==> config.mk <==
export PLATFORM = sky130hd
export DESIGN_NAME = tlc_multiway_ctrl
export DESIGN_NICKNAME = d
export VERILOG_FILES = /design/src/rtl/tlc_multiway_ctrl.sv
export SDC_FILE = /design/constraint.sdc
export NUM_CORES = 1
export LEC_CHECK = 0
export ABC_AREA = 1
export BUFFER_PORTS_ARGS = -buffer_cell sky130_fd_sc_hd__buf_2
export CORE_MARGIN = 2
export CORE_UTILIZATION = 45
export DETAILED_ROUTE_END_ITERATION = 10
export PLACE_DENSITY = 0.71
export REMOVE_ABC_BUFFERS = 1
export SYNTH_ARGS = -nofsm -noshare
export SYNTH_HDL_FRONTEND = slang
export SYNTH_SLANG_ARGS = --single-unit
==> constraint.sdc <==
create_clock -name wb_clk_i -period 5.1 [get_ports wb_clk_i]
set_input_delay 0.51 -clock wb_clk_i [delete_from_list [all_inputs] [get_ports wb_clk_i]]
set_output_delay 0.51 -clock wb_clk_i [all_outputs]
set_load 0.02 [all_outputs]
==> src/rtl/tlc_multiway_ctrl.sv <==
// rtl/tlc_multiway_ctrl.sv - multi-approach round-robin traffic-light controller with flash override
module tlc_multiway_ctrl #(
    parameter int N_DIR       = 2,
    parameter int CNT_W       = 16,
    parameter int T_MIN_GREEN = 8,
    parameter int T_MAX_GREEN = 32,
    parameter int T_YELLOW    = 4,
    parameter int T_ALL_RED   = 2,
    localparam int IDX_W      = (N_DIR > 1) ? $clog2(N_DIR) : 1
) (
    input  logic                 wb_clk_i,
    input  logic                 wb_rst_i,
    input  logic                 tick_i,
    input  logic [N_DIR-1:0]     demand_i,
    input  logic                 flash_i,
    output logic [3*N_DIR-1:0]   lights_o,
    output logic [IDX_W-1:0]     active_o,
    output logic [1:0]           phase_o,
    output logic [N_DIR-1:0]     pend_o
);
    typedef enum logic [1:0] {
        PH_GREEN   = 2'b00,
        PH_YELLOW  = 2'b01,
        PH_ALL_RED = 2'b10,
        PH_FLASH   = 2'b11
    } phase_t;

    localparam logic [CNT_W-1:0] MIN_LAST = CNT_W'(T_MIN_GREEN - 1);
    localparam logic [CNT_W-1:0] MAX_LAST = CNT_W'(T_MAX_GREEN - 1);
    localparam logic [CNT_W-1:0] Y_LAST   = CNT_W'(T_YELLOW - 1);
    localparam logic [CNT_W-1:0] AR_LAST  = CNT_W'(T_ALL_RED - 1);

    phase_t             phase;
    logic [IDX_W-1:0]   active;
    logic [CNT_W-1:0]   e;
    logic [N_DIR-1:0]   pend;
    logic               blink;

    logic [N_DIR-1:0]   active_onehot;
    logic [N_DIR-1:0]   pend_next;
    logic               other;
    logic [IDX_W-1:0]   next_idx;
    logic [N_DIR-1:0]   next_onehot;
    logic               found;

    always_comb begin
        active_onehot = N_DIR'(1) << active;
        other         = |(pend & ~active_onehot);
        // The approach holding green does not re-request itself
        pend_next     = pend | (demand_i & ~((phase == PH_GREEN) ? active_onehot : '0));
        next_idx      = active;
        found         = 1'b0;
        for (int k = 1; k <= N_DIR; k++) begin
            if (!found && pend[(int'(active) + k) % N_DIR]) begin
                found    = 1'b1;
                next_idx = IDX_W'((int'(active) + k) % N_DIR);
            end
        end
        next_onehot = N_DIR'(1) << next_idx;
    end

    always_ff @(posedge wb_clk_i) begin
        if (wb_rst_i) begin
            phase  <= PH_GREEN;
            active <= '0;
            e      <= '0;
            pend   <= '0;
            blink  <= 1'b0;
        end else begin
            pend <= pend_next;
            if (flash_i) begin
                phase <= PH_FLASH;
                e     <= '0;
                if (phase != PH_FLASH)
                    blink <= 1'b0;
                else if (tick_i)
                    blink <= ~blink;
            end else begin
                case (phase)
                    PH_FLASH: begin
                        phase <= PH_ALL_RED;
                        e     <= '0;
                    end
                    PH_GREEN: if (tick_i) begin
                        if (other && ((e >= MIN_LAST && !demand_i[active]) || e >= MAX_LAST)) begin
                            phase <= PH_YELLOW;
                            e     <= '0;
                        end else if (e < MAX_LAST) begin
                            e <= e + CNT_W'(1);
                        end
                    end
                    PH_YELLOW: if (tick_i) begin
                        if (e == Y_LAST) begin
                            phase <= PH_ALL_RED;
                            e     <= '0;
                        end else begin
                            e <= e + CNT_W'(1);
                        end
                    end
                    default: if (tick_i) begin
                        if (e == AR_LAST) begin
                            phase  <= PH_GREEN;
                            active <= next_idx;
                            e      <= '0;
                            pend   <= pend_next & ~next_onehot;
                        end else begin
                            e <= e + CNT_W'(1);
                        end
                    end
                endcase
            end
        end
    end

    always_comb begin
        for (int i = 0; i < N_DIR; i++) begin
            if (phase == PH_FLASH)
                lights_o[3*i +: 3] = blink ? 3'b100 : 3'b000;
            else if (active == IDX_W'(i) && phase == PH_GREEN)
                lights_o[3*i +: 3] = 3'b001;
            else if (active == IDX_W'(i) && phase == PH_YELLOW)
                lights_o[3*i +: 3] = 3'b010;
            else
                lights_o[3*i +: 3] = 3'b100;
        end
    end

    assign active_o = active;
    assign phase_o  = phase;
    assign pend_o   = pend;
endmodule

=== Word level (Yosys, flattened, before mapping) ===
Cells that the tools add are included.

* Latch bits: 0
* Register bits: 22
* Memory bits (read-only): 0
* Memory bits (writable): 0
* Memories: 0
* Bits of input ports: 6
* Word-level logic and storage cells: 104
* Output and inout port bits: 11

* Bitwise gates (word level): 13
* Eq/ne operators: 12
* Reduce and logical (&&, ||, !) cells: 22
* Shift operators: 2
* Multiply operators: 0
* Divide/modulo/power cells: 0
* Mux-type cells: 41
* Add/sub/neg operators: 3
* Magnitude comparators: 6

{| class="wikitable"
|+ Operators by type and width
! operator !! number
|-
| 16-bit two-way mux || 7
|-
| 16-bit one-hot mux with 3 select lines || 1
|-
| 2-bit two-way mux || 12
|-
| 3-bit two-way mux || 7
|-
| 16-bit by 1-bit adder with 16-bit output (second input constant) || 1
|-
| 16-bit by 1-bit == test with 1-bit output (second input constant) || 1
|-
| 16-bit by 2-bit == test with 1-bit output (second input constant) || 1
|-
| 16-bit by 3-bit >= comparator with 1-bit output (second input constant) || 1
|-
| 16-bit by 5-bit >= comparator with 1-bit output (second input constant) || 1
|-
| 16-bit by 5-bit < comparator with 1-bit output (second input constant) || 1
|-
| 3-bit != test (second input constant) || 5
|-
| 1-bit two-way mux || 13
|-
| 4-bit AND reduction || 2
|-
| 1-bit logical AND || 7
|-
| 2-bit AND || 3
|-
| 2-bit by 3-bit < comparator with 1-bit output (second input constant) || 2
|-
| 2-bit != test (second input constant) || 3
|-
| 2-bit inverter || 3
|-
| 2-bit one-hot mux with 3 select lines || 1
|-
| 6-bit AND reduction || 1
|-
| 5-bit nonzero test || 1
|-
| 1-bit inverter || 4
|-
| 2-bit nonzero test || 2
|-
| 2-bit OR reduction || 2
|-
| other kinds (13) || 17
|}

=== Longest topological paths before layout ===
Gate-level depths: netlist of the first run.

* Word-level depth: 16
* Depth in mapped cells: 16
* Gate-level depth less buffers: 15

=== Worst setup path after synthesis of the first run ===
OpenSTA, ideal clock, no wires.

* Kind: register to output
* From: reg phase[0], in the netlist phase_o[0]
* To: out lights_o[4]
* Arrival: 1,733 ps
* Slack: 2,857 ps
* Stages on the path, launching flop included: 5
* Path buffers: 1
* Required time: 4,590 ps
* Cell sequence: dfxtp_1 inv_1 ha_1 buf_2 nor4_1

* Longest elaborated chain between the ends: 5
* Elaborated cells on any way between the ends: 8
* Classes of those cells: eq/ne (2); mux (3); reduce/logical (3)

{| class="wikitable"
|+ RTL lines
! element !! RTL line !! source
|-
| from (decl) || 33 || <nowiki>phase_t phase;</nowiki>
|-
| from (signal assigned) || 64 || <nowiki>phase <= PH_GREEN;</nowiki>
|-
| from (signal assigned) || 72 || <nowiki>phase <= PH_FLASH;</nowiki>
|-
| from (signal assigned) || 81 || <nowiki>phase <= PH_ALL_RED;</nowiki>
|-
| 2-bit by 1-bit == test with 1-bit output || 121 || <nowiki>else if (active == IDX_W'(i) && phase == PH_YELLOW)</nowiki>
|-
| 1-bit logical AND || 121 ||
|-
| 3-bit two-way mux || 121 ||
|-
| 3-bit two-way mux || 119 || <nowiki>else if (active == IDX_W'(i) && phase == PH_GREEN)</nowiki>
|-
| 3-bit two-way mux (*) || 117 || <nowiki>if (phase == PH_FLASH)</nowiki>
|-
| to (decl) || 16 || <nowiki>output logic [3*N_DIR-1:0] lights_o,</nowiki>
|}

Mark *: on every way between the ends. The rest lies on a longest branch, timed or not.

=== Final worst setup path of the first run ===
* From: reg phase[1], in the netlist phase_o[1]
* To: out lights_o[4]

Same word-level chain as after synthesis.

==> reports/qor.yml, run 1 <==
status: "finished clean"
cp-start-kind: "flip-flop"
cts_resized: 0
dp_hpwl_um: 2310
io_pins: 17
cts_buffers: 3
finalSetupViolCount: 0
critPathMaxFanout: 9
port_buffers: 16
synthTopCellsByArea: "dfxtp_1 30%, nand2_1 14%, nor2_1 8.3%"
max-vdd-ir-drop_v: 0.000102
avgSynthCellArea_um2: 6.47
clk_pin_slew_ps: 120
dr_wl_met2_um: 1280
timing.hold.ws_ps: 464
regArea_um2: 440
postCtsHoldBufs: 0
fin_crit_sh_pct: 45.1
holdPathStages: 3
drv_cap: 0
rr_endpoint: "e[8]$_SDFFE_PP0P_"
ys_seq_area_share_pct: 29.6
fin_skew_ps: 6.52
grt_pass1_vias: 1164
dr.pass1.iters: 4
r2r_cells: 9
slew_headroom_pct: 72.8
cts_sinks: 22
nNetsFinal: 260
fillers: 335
routed_via_density: 4.97
top_layer: "met4"
netlist_area_um2: 1490
met3_wirelength_um: 141
endpoint_kind: "output pin"
wl_met1_um: 1520
setup_slack_ps: 2800
clk_path_buf_depth: 2
fp.coreArea_um2: 3100
antenna_found_initial: 0
drc: 0
multi_input_area_um2: 897
dp_slack_ps: 3040
post-cts-setup-buffers: 0
grt_max_degree: 18
initial_core_util_pct: 47.9
grt_pass1_wl_um: 4950
p_per_area_nw_per_um2: 209
hold_end: "pend_o[1]$_SDFF_PP0_"
cp_data_required_time_ps: 4590
wire_per_inst_um: 10.3
fp.dieH_um: 61.5
synth_cells: 230
tightestPinTransition_ps: 407
num_vias: 1440
drt_iter0_markers: 47
criticalPathCategory: "reg2out"
drtAntennaViolNets: 0
n_antenna_cell: 0
power.leakage_nw: 0.756
ys_ff_latch: 22
grt_overflow: 0
ys_types: 31
hold_viol_final: 0
chipWidth_um: 61.5
synthMostInstantiatedCell: "nand2_1"
r2r-start: "phase_o[1]$_SDFFE_PP0P_"
dieArea_um2: 3780
root_buffer: "clkbuf_4"
cts_tree: "done"
hold_path.class: "in2reg"
max_freq_ghz: 0.434
gp_congestion: 0.863
ys.flop_type: "dfxtp_1"
grtUsageTotal_pct: 17.4
drv_slew: 0
synth_edf_count: 0
drive_gt1_share_pct: 13.8
wl_um: 2980
timing.final.crit_period_ps: 2300
ys_async_sr_fraction_pct: 0
yosysTopAreaCell: "dfxtp_1"
yosys.area.top_type_share_pct: 29.6
hold_start: "demand_i[1]"
yosys_warnings: 0
num_rows: 20
r2r_slack_ps: 3040
critical_path_arrival_ps: 1790
htreeDepth: 1
clk_latency_ps: 310
area_delta_synth_final_pct: 9.42
ys_top_cells_by_count: "57 x nand2_1, 33 x nor2_1, 30 x inv_1"
setup_tns_ps: 0
rsz0062_at_grt: "false"
## cell usage in the layout, fill, tap and decap left out, drive strengths merged, types with 2 or more instances in the layout
cell type and n:
nand2 61, nor2 37, inv 31, dfxtp 22, nand3 21, buf 16, o21ai 13, nand4 10
a21oi 7, ha 7, clkbuf 4, nor3 4, nor4 3, or2 2
## metrics by stage
step | util [%] | cell area, µm² | instances | total power [mW]
2_1_floorplan | - | 1460 | 226 | 0.230
3_3_place_gp | 51.3 | 1590 | 286 | 0.248
3_5_place_dp | 51.3 | 1590 | 286 | 0.248
4_1_cts | 52.5 | 1630 | 290 | 0.346
5_1_grt | 52.5 | 1630 | 290 | 0.360
6_report | 52.5 | 1630 | 290 | 0.341
## report_power, final
part           switching, mW  internal, mW  total, mW
registers            0.00532         0.176      0.181
logic                 0.0418        0.0212     0.0631
clock network         0.0527        0.0436     0.0963
## area by class of cell
cell class                 instances  share of cell area [%]
sequential                        22                    27.1
inverter                          31                    7.30
timing repair buffer              16                    4.92
multi-input combinational        173                    55.1
tap                               44                    3.38
clock buffer                       4                    2.23
## worst max path at each step
stage	endpoint	cells after the start	slack [ps]	startpoint
CTS	lights_o[1]	4	2790	phase_o[0]$_SDFFE_PP0P_
finish	lights_o[4]	4	2800	phase_o[1]$_SDFFE_PP0P_
detailed placement	e[7]$_SDFFE_PP0P_	9	3040	phase_o[0]$_SDFFE_PP0P_
global route	lights_o[4]	4	2610	phase_o[0]$_SDFFE_PP0P_
floorplan	lights_o[4]	3	2880	phase_o[0]$_SDFFE_PP0P_
global placement	e[12]$_SDFFE_PP0P_	9	3090	phase_o[1]$_SDFFE_PP0P_
## worst max-delay path, stage by stage, from the launching register on
cell	delay [ps]
dfxtp_1	510
inv_1	110
ha_1	320
nor4_1	320
buf_2	210
## metal layers
layer,vias to the layer above,track usage (%)
met5,-,0
met1,623,24.5
met4,0,7.29
li1,773,-
met2,40,27.1
met3,4,1.89
## cells by family (layout without fill, tap and decap cells)
logic type                 after synthesis  after routing  synth area share (%)
AOI/OAI and AO/OA                       24             24                  9.00
xor gates and xnor gates                 1              1                 0.589
adders and majority gates                7              7                  5.89
buffers and inverters                   35             51                  10.1
DFF                                     22             22                  29.6
muxes                                    1              1                 0.673
and+or+nand+nor                        140            140                  44.2
## state kept, by name (all words and copies together), names as in the netlist
signal    flops
blink         1
active_o      1
pend_o        2
e            16
phase_o       2
Note: power is estimated with default switching activity, not from simulation.
==> run 2, diff against run 1 <==
clock period = 2.3 ns   (was 5.1 ns; I/O delays follow)
==> run 2 against run 1 <==
Worst hold slack got worse by 290 ps; clock power rose by 130%; final cell count did not move; highest routed layer unchanged.
==> reports/qor.yml, run 2 (synthesis gave the netlist of run 1 again) <==
status: "finished clean"  # unchanged
drtAntennaViolNets: 0  # unchanged
final_common_cell: "nand2_1"  # unchanged
drive_gt1_share_pct: 14.2  # was 13.8%
grt_overflow: 0  # unchanged
setup.worst_path.start: "phase_o[1]$_SDFFE_PP0P_"  # unchanged
max-vdd-ir-drop_v: 0.000222  # was 0.000102 V
setup_tns_ps: 0  # unchanged
wl_um: 3020  # was 2980 µm
clk_path_buf_depth: 2  # unchanged
grt_pass1_wl_um: 5000  # was 4950 µm
post-cts-setup-buffers: 0  # unchanged
drc: 0  # unchanged
criticalPathCategory: "reg2reg"  # was reg2out
swShare_pct: 29.9  # was 29.3%
antenna_found_initial: 0  # unchanged
critical_path_arrival_ps: 2300  # was 1790 ps
clk_latency_ps: 320  # was 310 ps
drv_slew: 0  # unchanged
num_rows: 20  # unchanged
p_sw_uw: 228  # was 99.9 µW
finish.instance_area_um2: 1630  # about the same
dp_cells: 286  # unchanged
p_per_area_nw_per_um2: 468  # was 209 nW/µm²
gp_congestion: 0.856  # was 0.863
cts_resized: 0  # unchanged
drt_iter0_markers: 66  # was 47
initial_core_util_pct: 47.9  # unchanged
clk_pin_slew_ps: 120  # about the same
n_antenna_cell: 0  # unchanged
routed_via_density: 4.93  # was 4.97
dieArea_um2: 3780  # unchanged
drv_cap: 0  # unchanged
wire_per_inst_um: 10.4  # was 10.3 µm
most-common-layout-cells: "57 x nand2_1, 32 x nor2_1, 30 x inv_1, 22 x dfxtp_1, 20 x nand3_1"  # was 57 x nand2_1, 33 x nor2_1, 30 x inv_1, 22 x dfxtp_1, 20 x nand3_1
chipWidth_um: 61.5  # unchanged
grt_pass1_vias: 1173  # was 1164
largest_reg_flops: 16  # unchanged
dr.pass1.iters: 4  # unchanged
htreeDepth: 1  # unchanged
regArea_um2: 440  # unchanged
p_int_uw: 534  # was 241 µW
fp.dieH_um: 61.5  # unchanged
area_delta_synth_final_pct: 9.59  # was 9.42%
cts_buffers: 3  # unchanged
cp_data_required_time_ps: 2520  # was 4590 ps
cts_tree: "done"  # unchanged
cts_sinks: 22  # unchanged
clkPwrFrac_pct: 28.9  # was 28.3%
grtUsageTotal_pct: 17.5  # was 17.4%
instances_no_fill: 290  # unchanged
critPathMaxFanout: 17  # was 9
r2r-start: "phase_o[1]$_SDFFE_PP0P_"  # unchanged
placed_cell_area_um2: 1590  # unchanged
regMostFlops: "e"  # unchanged
hold_path.class: "in2reg"  # unchanged
nNetsFinal: 260  # unchanged
dp_hpwl_um: 2350  # was 2310 µm
setup_slack_ps: 226  # was 2800 ps
endpoint_kind: "flip-flop"  # was output pin
cp-start-kind: "flip-flop"  # unchanged
grt_max_degree: 18  # unchanged
root_buffer: "clkbuf_4"  # unchanged
fp.coreArea_um2: 3100  # unchanged
max_freq_ghz: 0.482
postCtsHoldBufs: 0  # unchanged
slew_headroom_pct: 73.3  # was 72.8%
fin_crit_sh_pct: 90.2
tightestPinTransition_ps: 400  # was 407 ps
num_vias: 1429  # was 1440
rsz0062_at_grt: "false"  # unchanged
finalSetupViolCount: 0  # unchanged
fillers: 346  # was 335
port_buffers: 16  # unchanged
seqPwrFrac_pct: 52.7  # was 53.2%
power.leakage_nw: 0.756  # about the same
comb_power_share_pct: 18.4  # was 18.5%
fin_skew_ps: 4.17  # was 6.52 ps
hold_viol_final: 0  # unchanged
timing.final.crit_period_ps: 2070
multi_input_area_um2: 900  # was 897 µm²
io_pins: 17  # unchanged
hold_start: "demand_i[1]"  # unchanged
dp_slack_ps: 240  # was 3040 ps
[run 2: cell counts in the layout (fill, tap and decap cells not counted)]
Identical to the previous run, type by type.
[run 2: worst paths after layout]
path / cells after the start / endpoint / slack (ps)
max: 9 / e[9]$_SDFFE_PP0P_ / 230
max reg2reg: 9 / e[9]$_SDFFE_PP0P_ / 230
min reg2reg: 2 / e[1]$_SDFFE_PP0P_ / 520
min: 3 / pend_o[1]$_SDFF_PP0_ / 170
[run 2: metal layers]
layer	global-route usage [%]	vias up	routed length [µm]
met1	23.3	618	1560
met2	28.7	34	1280
met3	1.89	5	129
met4	7.29	0	57
met5	0	-	0
li1	-	772	-
[run 2: cell type report]
cell class / instances / share of cell area, %
inverters: 31 / 7.29
clock buffers: 4 / 2.23
repair buffers: 16 / 4.91
multi-input cells: 173 / 55.2
flip-flops and latches: 22 / 27.0
well taps: 44 / 3.38
[run 2: power by group through the flow]
stage | Sequential, mW | Clock [mW] | Combinational, mW
4_1_cts | 0.402 | 0.232 | 0.141
2_1_floorplan | 0.416 | 0 | 0.0954
3_5_place_dp | 0.410 | 0 | 0.141
5_1_grt | 0.404 | 0.240 | 0.157
3_3_place_gp | 0.410 | 0 | 0.139
6_report | 0.402 | 0.220 | 0.140
[run 2: worst max-delay path: stages, from the launching register on]
cell and delay [ps]:
dfxtp_1 510, inv_1 100, ha_1 320, nor2_1 130, a21o_1 280, nand2_4 150, inv_4 180, nand2_4 80
nand2_4 140, nor2_1 70
[run 2: stage by stage]
step	util [%]	power [mW]	hold WS (ps)
finish	52.5	0.762	171
global route	52.5	0.801	203
CTS	52.5	0.775	161
detailed placement	51.3	0.551	497
global placement	51.3	0.550	499
floorplan	-	0.511	390
==> run 3, diff against run 2 <==
clock period = 2.1 ns   (was 2.3 ns; I/O delays follow)
==> run 3 against run 2 <==
Critical path type is now reg2out; largest cell class unchanged; count of clock-buffer cells in the layout decreased by 1; sequential power increased by 9.0%; wire length increased by 2.2%; via count increased by 1.7%; clock skew increased by 1.5 ps; clock power decreased by 10%; largest power group unchanged; critical path depth decreased by 4; utilization increased by 1.1 points.
==> reports/qor.yml, run 3 (synthesis gave the netlist of run 1 again) <==
status: "finished clean"  # unchanged
slew_headroom_pct: 73.7  # was 73.3%
seqPwrFrac_pct: 54.7  # was 52.7%
drc: 0  # unchanged
grt_pass1_wl_um: 5260  # was 5000 µm
htreeDepth: 1  # unchanged
critPathSlowestCell: "dfxtp_2"  # was dfxtp_1
instances_no_fill: 292  # was 290
gp_congestion: 0.858  # was 0.856
p_sw_uw: 250  # was 228 µW
dp_cells: 288  # was 286
p_total_uw: 802  # was 762 µW
multi_input_area_um2: 921  # was 900 µm²
grt_overflow: 0  # unchanged
regArea_um2: 444  # was 440 µm²
most-common-layout-cells: "57 x nand2_1, 32 x nor2_1, 30 x inv_1, 20 x nand3_1, 19 x dfxtp_1"  # was 57 x nand2_1, 32 x nor2_1, 30 x inv_1, 22 x dfxtp_1, 20 x nand3_1
regMostFlops: "e"  # unchanged
power.leakage_nw: 0.780  # was 0.756 nW
critPathMaxFanout: 8  # was 17
clk_path_buf_depth: 2  # unchanged
max_freq_ghz: 0.521
initial_core_util_pct: 47.9  # unchanged
n_antenna_cell: 0  # unchanged
cts_sinks: 22  # unchanged
wl_um: 3090  # was 3020 µm
hold_viol_final: 0  # unchanged
cts_buffers: 3  # unchanged
largest_reg_flops: 16  # unchanged
grt_pass1_vias: 1249  # was 1173
grtUsageTotal_pct: 18.4  # was 17.5%
antenna_found_initial: 0  # unchanged
area_delta_synth_final_pct: 11.9  # was 9.59%
path_cells: "inv_1, ha_1, buf_4, nor4_1, buf_2"  # was inv_1, ha_1, nor2_1, a21o_1, nand2_4, inv_4, nand2_4, nand2_4, nor2_1
num_rows: 20  # unchanged
critical_path_arrival_ps: 1710  # was 2300 ps
routed_via_density: 4.98  # was 4.93
num_vias: 1453  # was 1429
endpoint_kind: "output pin"  # was flip-flop
fillers: 329  # was 346
comb_power_share_pct: 20.6  # was 18.4%
drt_iter0_markers: 115  # was 66
hold_path.class: "in2reg"  # unchanged
drv_cap: 0  # unchanged
io_pins: 17  # unchanged
cp_data_required_time_ps: 1890  # was 2520 ps
drive_gt1_share_pct: 16.9  # was 14.2%
max-vdd-ir-drop_v: 0.000260  # was 0.000222 V
wire_per_inst_um: 10.6  # was 10.4 µm
clk_pin_slew_ps: 120  # about the same
timing.final.crit_period_ps: 1920
fp.dieH_um: 61.5  # unchanged
grt_max_degree: 18  # unchanged
r2r_slack_ps: 190  # was 230 ps
tightestPinTransition_ps: 393  # was 400 ps
clkPwrFrac_pct: 24.7  # was 28.9%
dr.pass1.iters: 5  # was 4
cts_tree: "done"  # unchanged
root_buffer: "clkbuf_4"  # unchanged
finalSetupViolCount: 0  # unchanged
fin_crit_sh_pct: 91.4
cp-start-kind: "flip-flop"  # unchanged
finish.instance_area_um2: 1660  # was 1630 µm²
p_int_uw: 552  # was 534 µW
swShare_pct: 31.2  # was 29.9%
nNetsFinal: 263  # was 260
placed_cell_area_um2: 1610  # was 1590 µm²
port_buffers: 16  # unchanged
chipWidth_um: 61.5  # unchanged
drtAntennaViolNets: 0  # unchanged
criticalPathCategory: "reg2out"  # was reg2reg
fin_skew_ps: 5.63  # was 4.17 ps
fp.coreArea_um2: 3100  # unchanged
drv_slew: 0  # unchanged
dieArea_um2: 3780  # unchanged
max_stage_delay_ps: 400  # was 510 ps
setup_tns_ps: 0  # unchanged
clk_latency_ps: 310  # was 320 ps
final_common_cell: "nand2_1"  # unchanged
rsz0062_at_grt: "false"  # unchanged
dp_hpwl_um: 2320  # was 2350 µm
p_per_area_nw_per_um2: 482  # was 468 nW/µm²
-- run 3: final cells by class --
| class | instances | area share [%] |
|---|---|---|
| multi-input combinational | 173 | 55.3 |
| tap | 44 | 3.31 |
| sequential | 22 | 26.7 |
| timing repair buffer | 19 | 6.17 |
| inverter | 31 | 7.14 |
| clock buffer | 3 | 1.35 |
-- run 3: repair_timing --
action                     4_1_cts  5_1_grt
setup buffers                    0        1
gates resized for setup          0        8
setup endpoints to repair        0       17
hold buffers                     0        0
-- run 3: path summary, 6_finish.rpt --
path,from,to,depth (start not counted)
hold / removal,demand_i[1],pend_o[1]$_SDFF_PP0_,3
setup reg to reg,e[0]$_SDFFE_PP0P_,e[10]$_SDFFE_PP0P_,12
setup / recovery,phase_o[0]$_SDFFE_PP0P_,lights_o[1],5
hold reg to reg,e[1]$_SDFFE_PP0P_,e[1]$_SDFFE_PP0P_,2
-- run 3: power groups by stage --
stage / clock network (mW) / logic (mW) / registers, mW
global placement: 0 / 0.161 / 0.447
detailed placement: 0 / 0.162 / 0.447
finish: 0.198 / 0.165 / 0.438
global route: 0.220 / 0.184 / 0.441
floorplan: 0 / 0.104 / 0.455
CTS: 0.205 / 0.162 / 0.438
-- run 3: worst max-delay path, delay by kind of cell, from the launching register on --
kind | cells | cell delay [ps]
buffers and inverters | 3 | 490
DFF | 1 | 400
and+or+nand+nor | 1 | 280
adders and majority gates | 1 | 220
-- run 3: layer usage --
| layer | up-vias | share of wire, % | GRT usage (%) |
|---|---|---|---|
| met5 | - | 0 | 0 |
| met4 | 0 | 1.7 | 6.99 |
| met3 | 7 | 5.1 | 2.52 |
| met2 | 40 | 42 | 27.8 |
| met1 | 628 | 51 | 26.5 |
| li1 | 778 | - | - |
-- run 3: per-stage QoR --
step,util [%],hold slack [ps],worst slack [ps]
floorplan,-,370,184
global route,53.6,172,21.5
CTS,52.5,157,101
global placement,51.8,485,157
detailed placement,51.8,484,137
finish,53.6,157,180
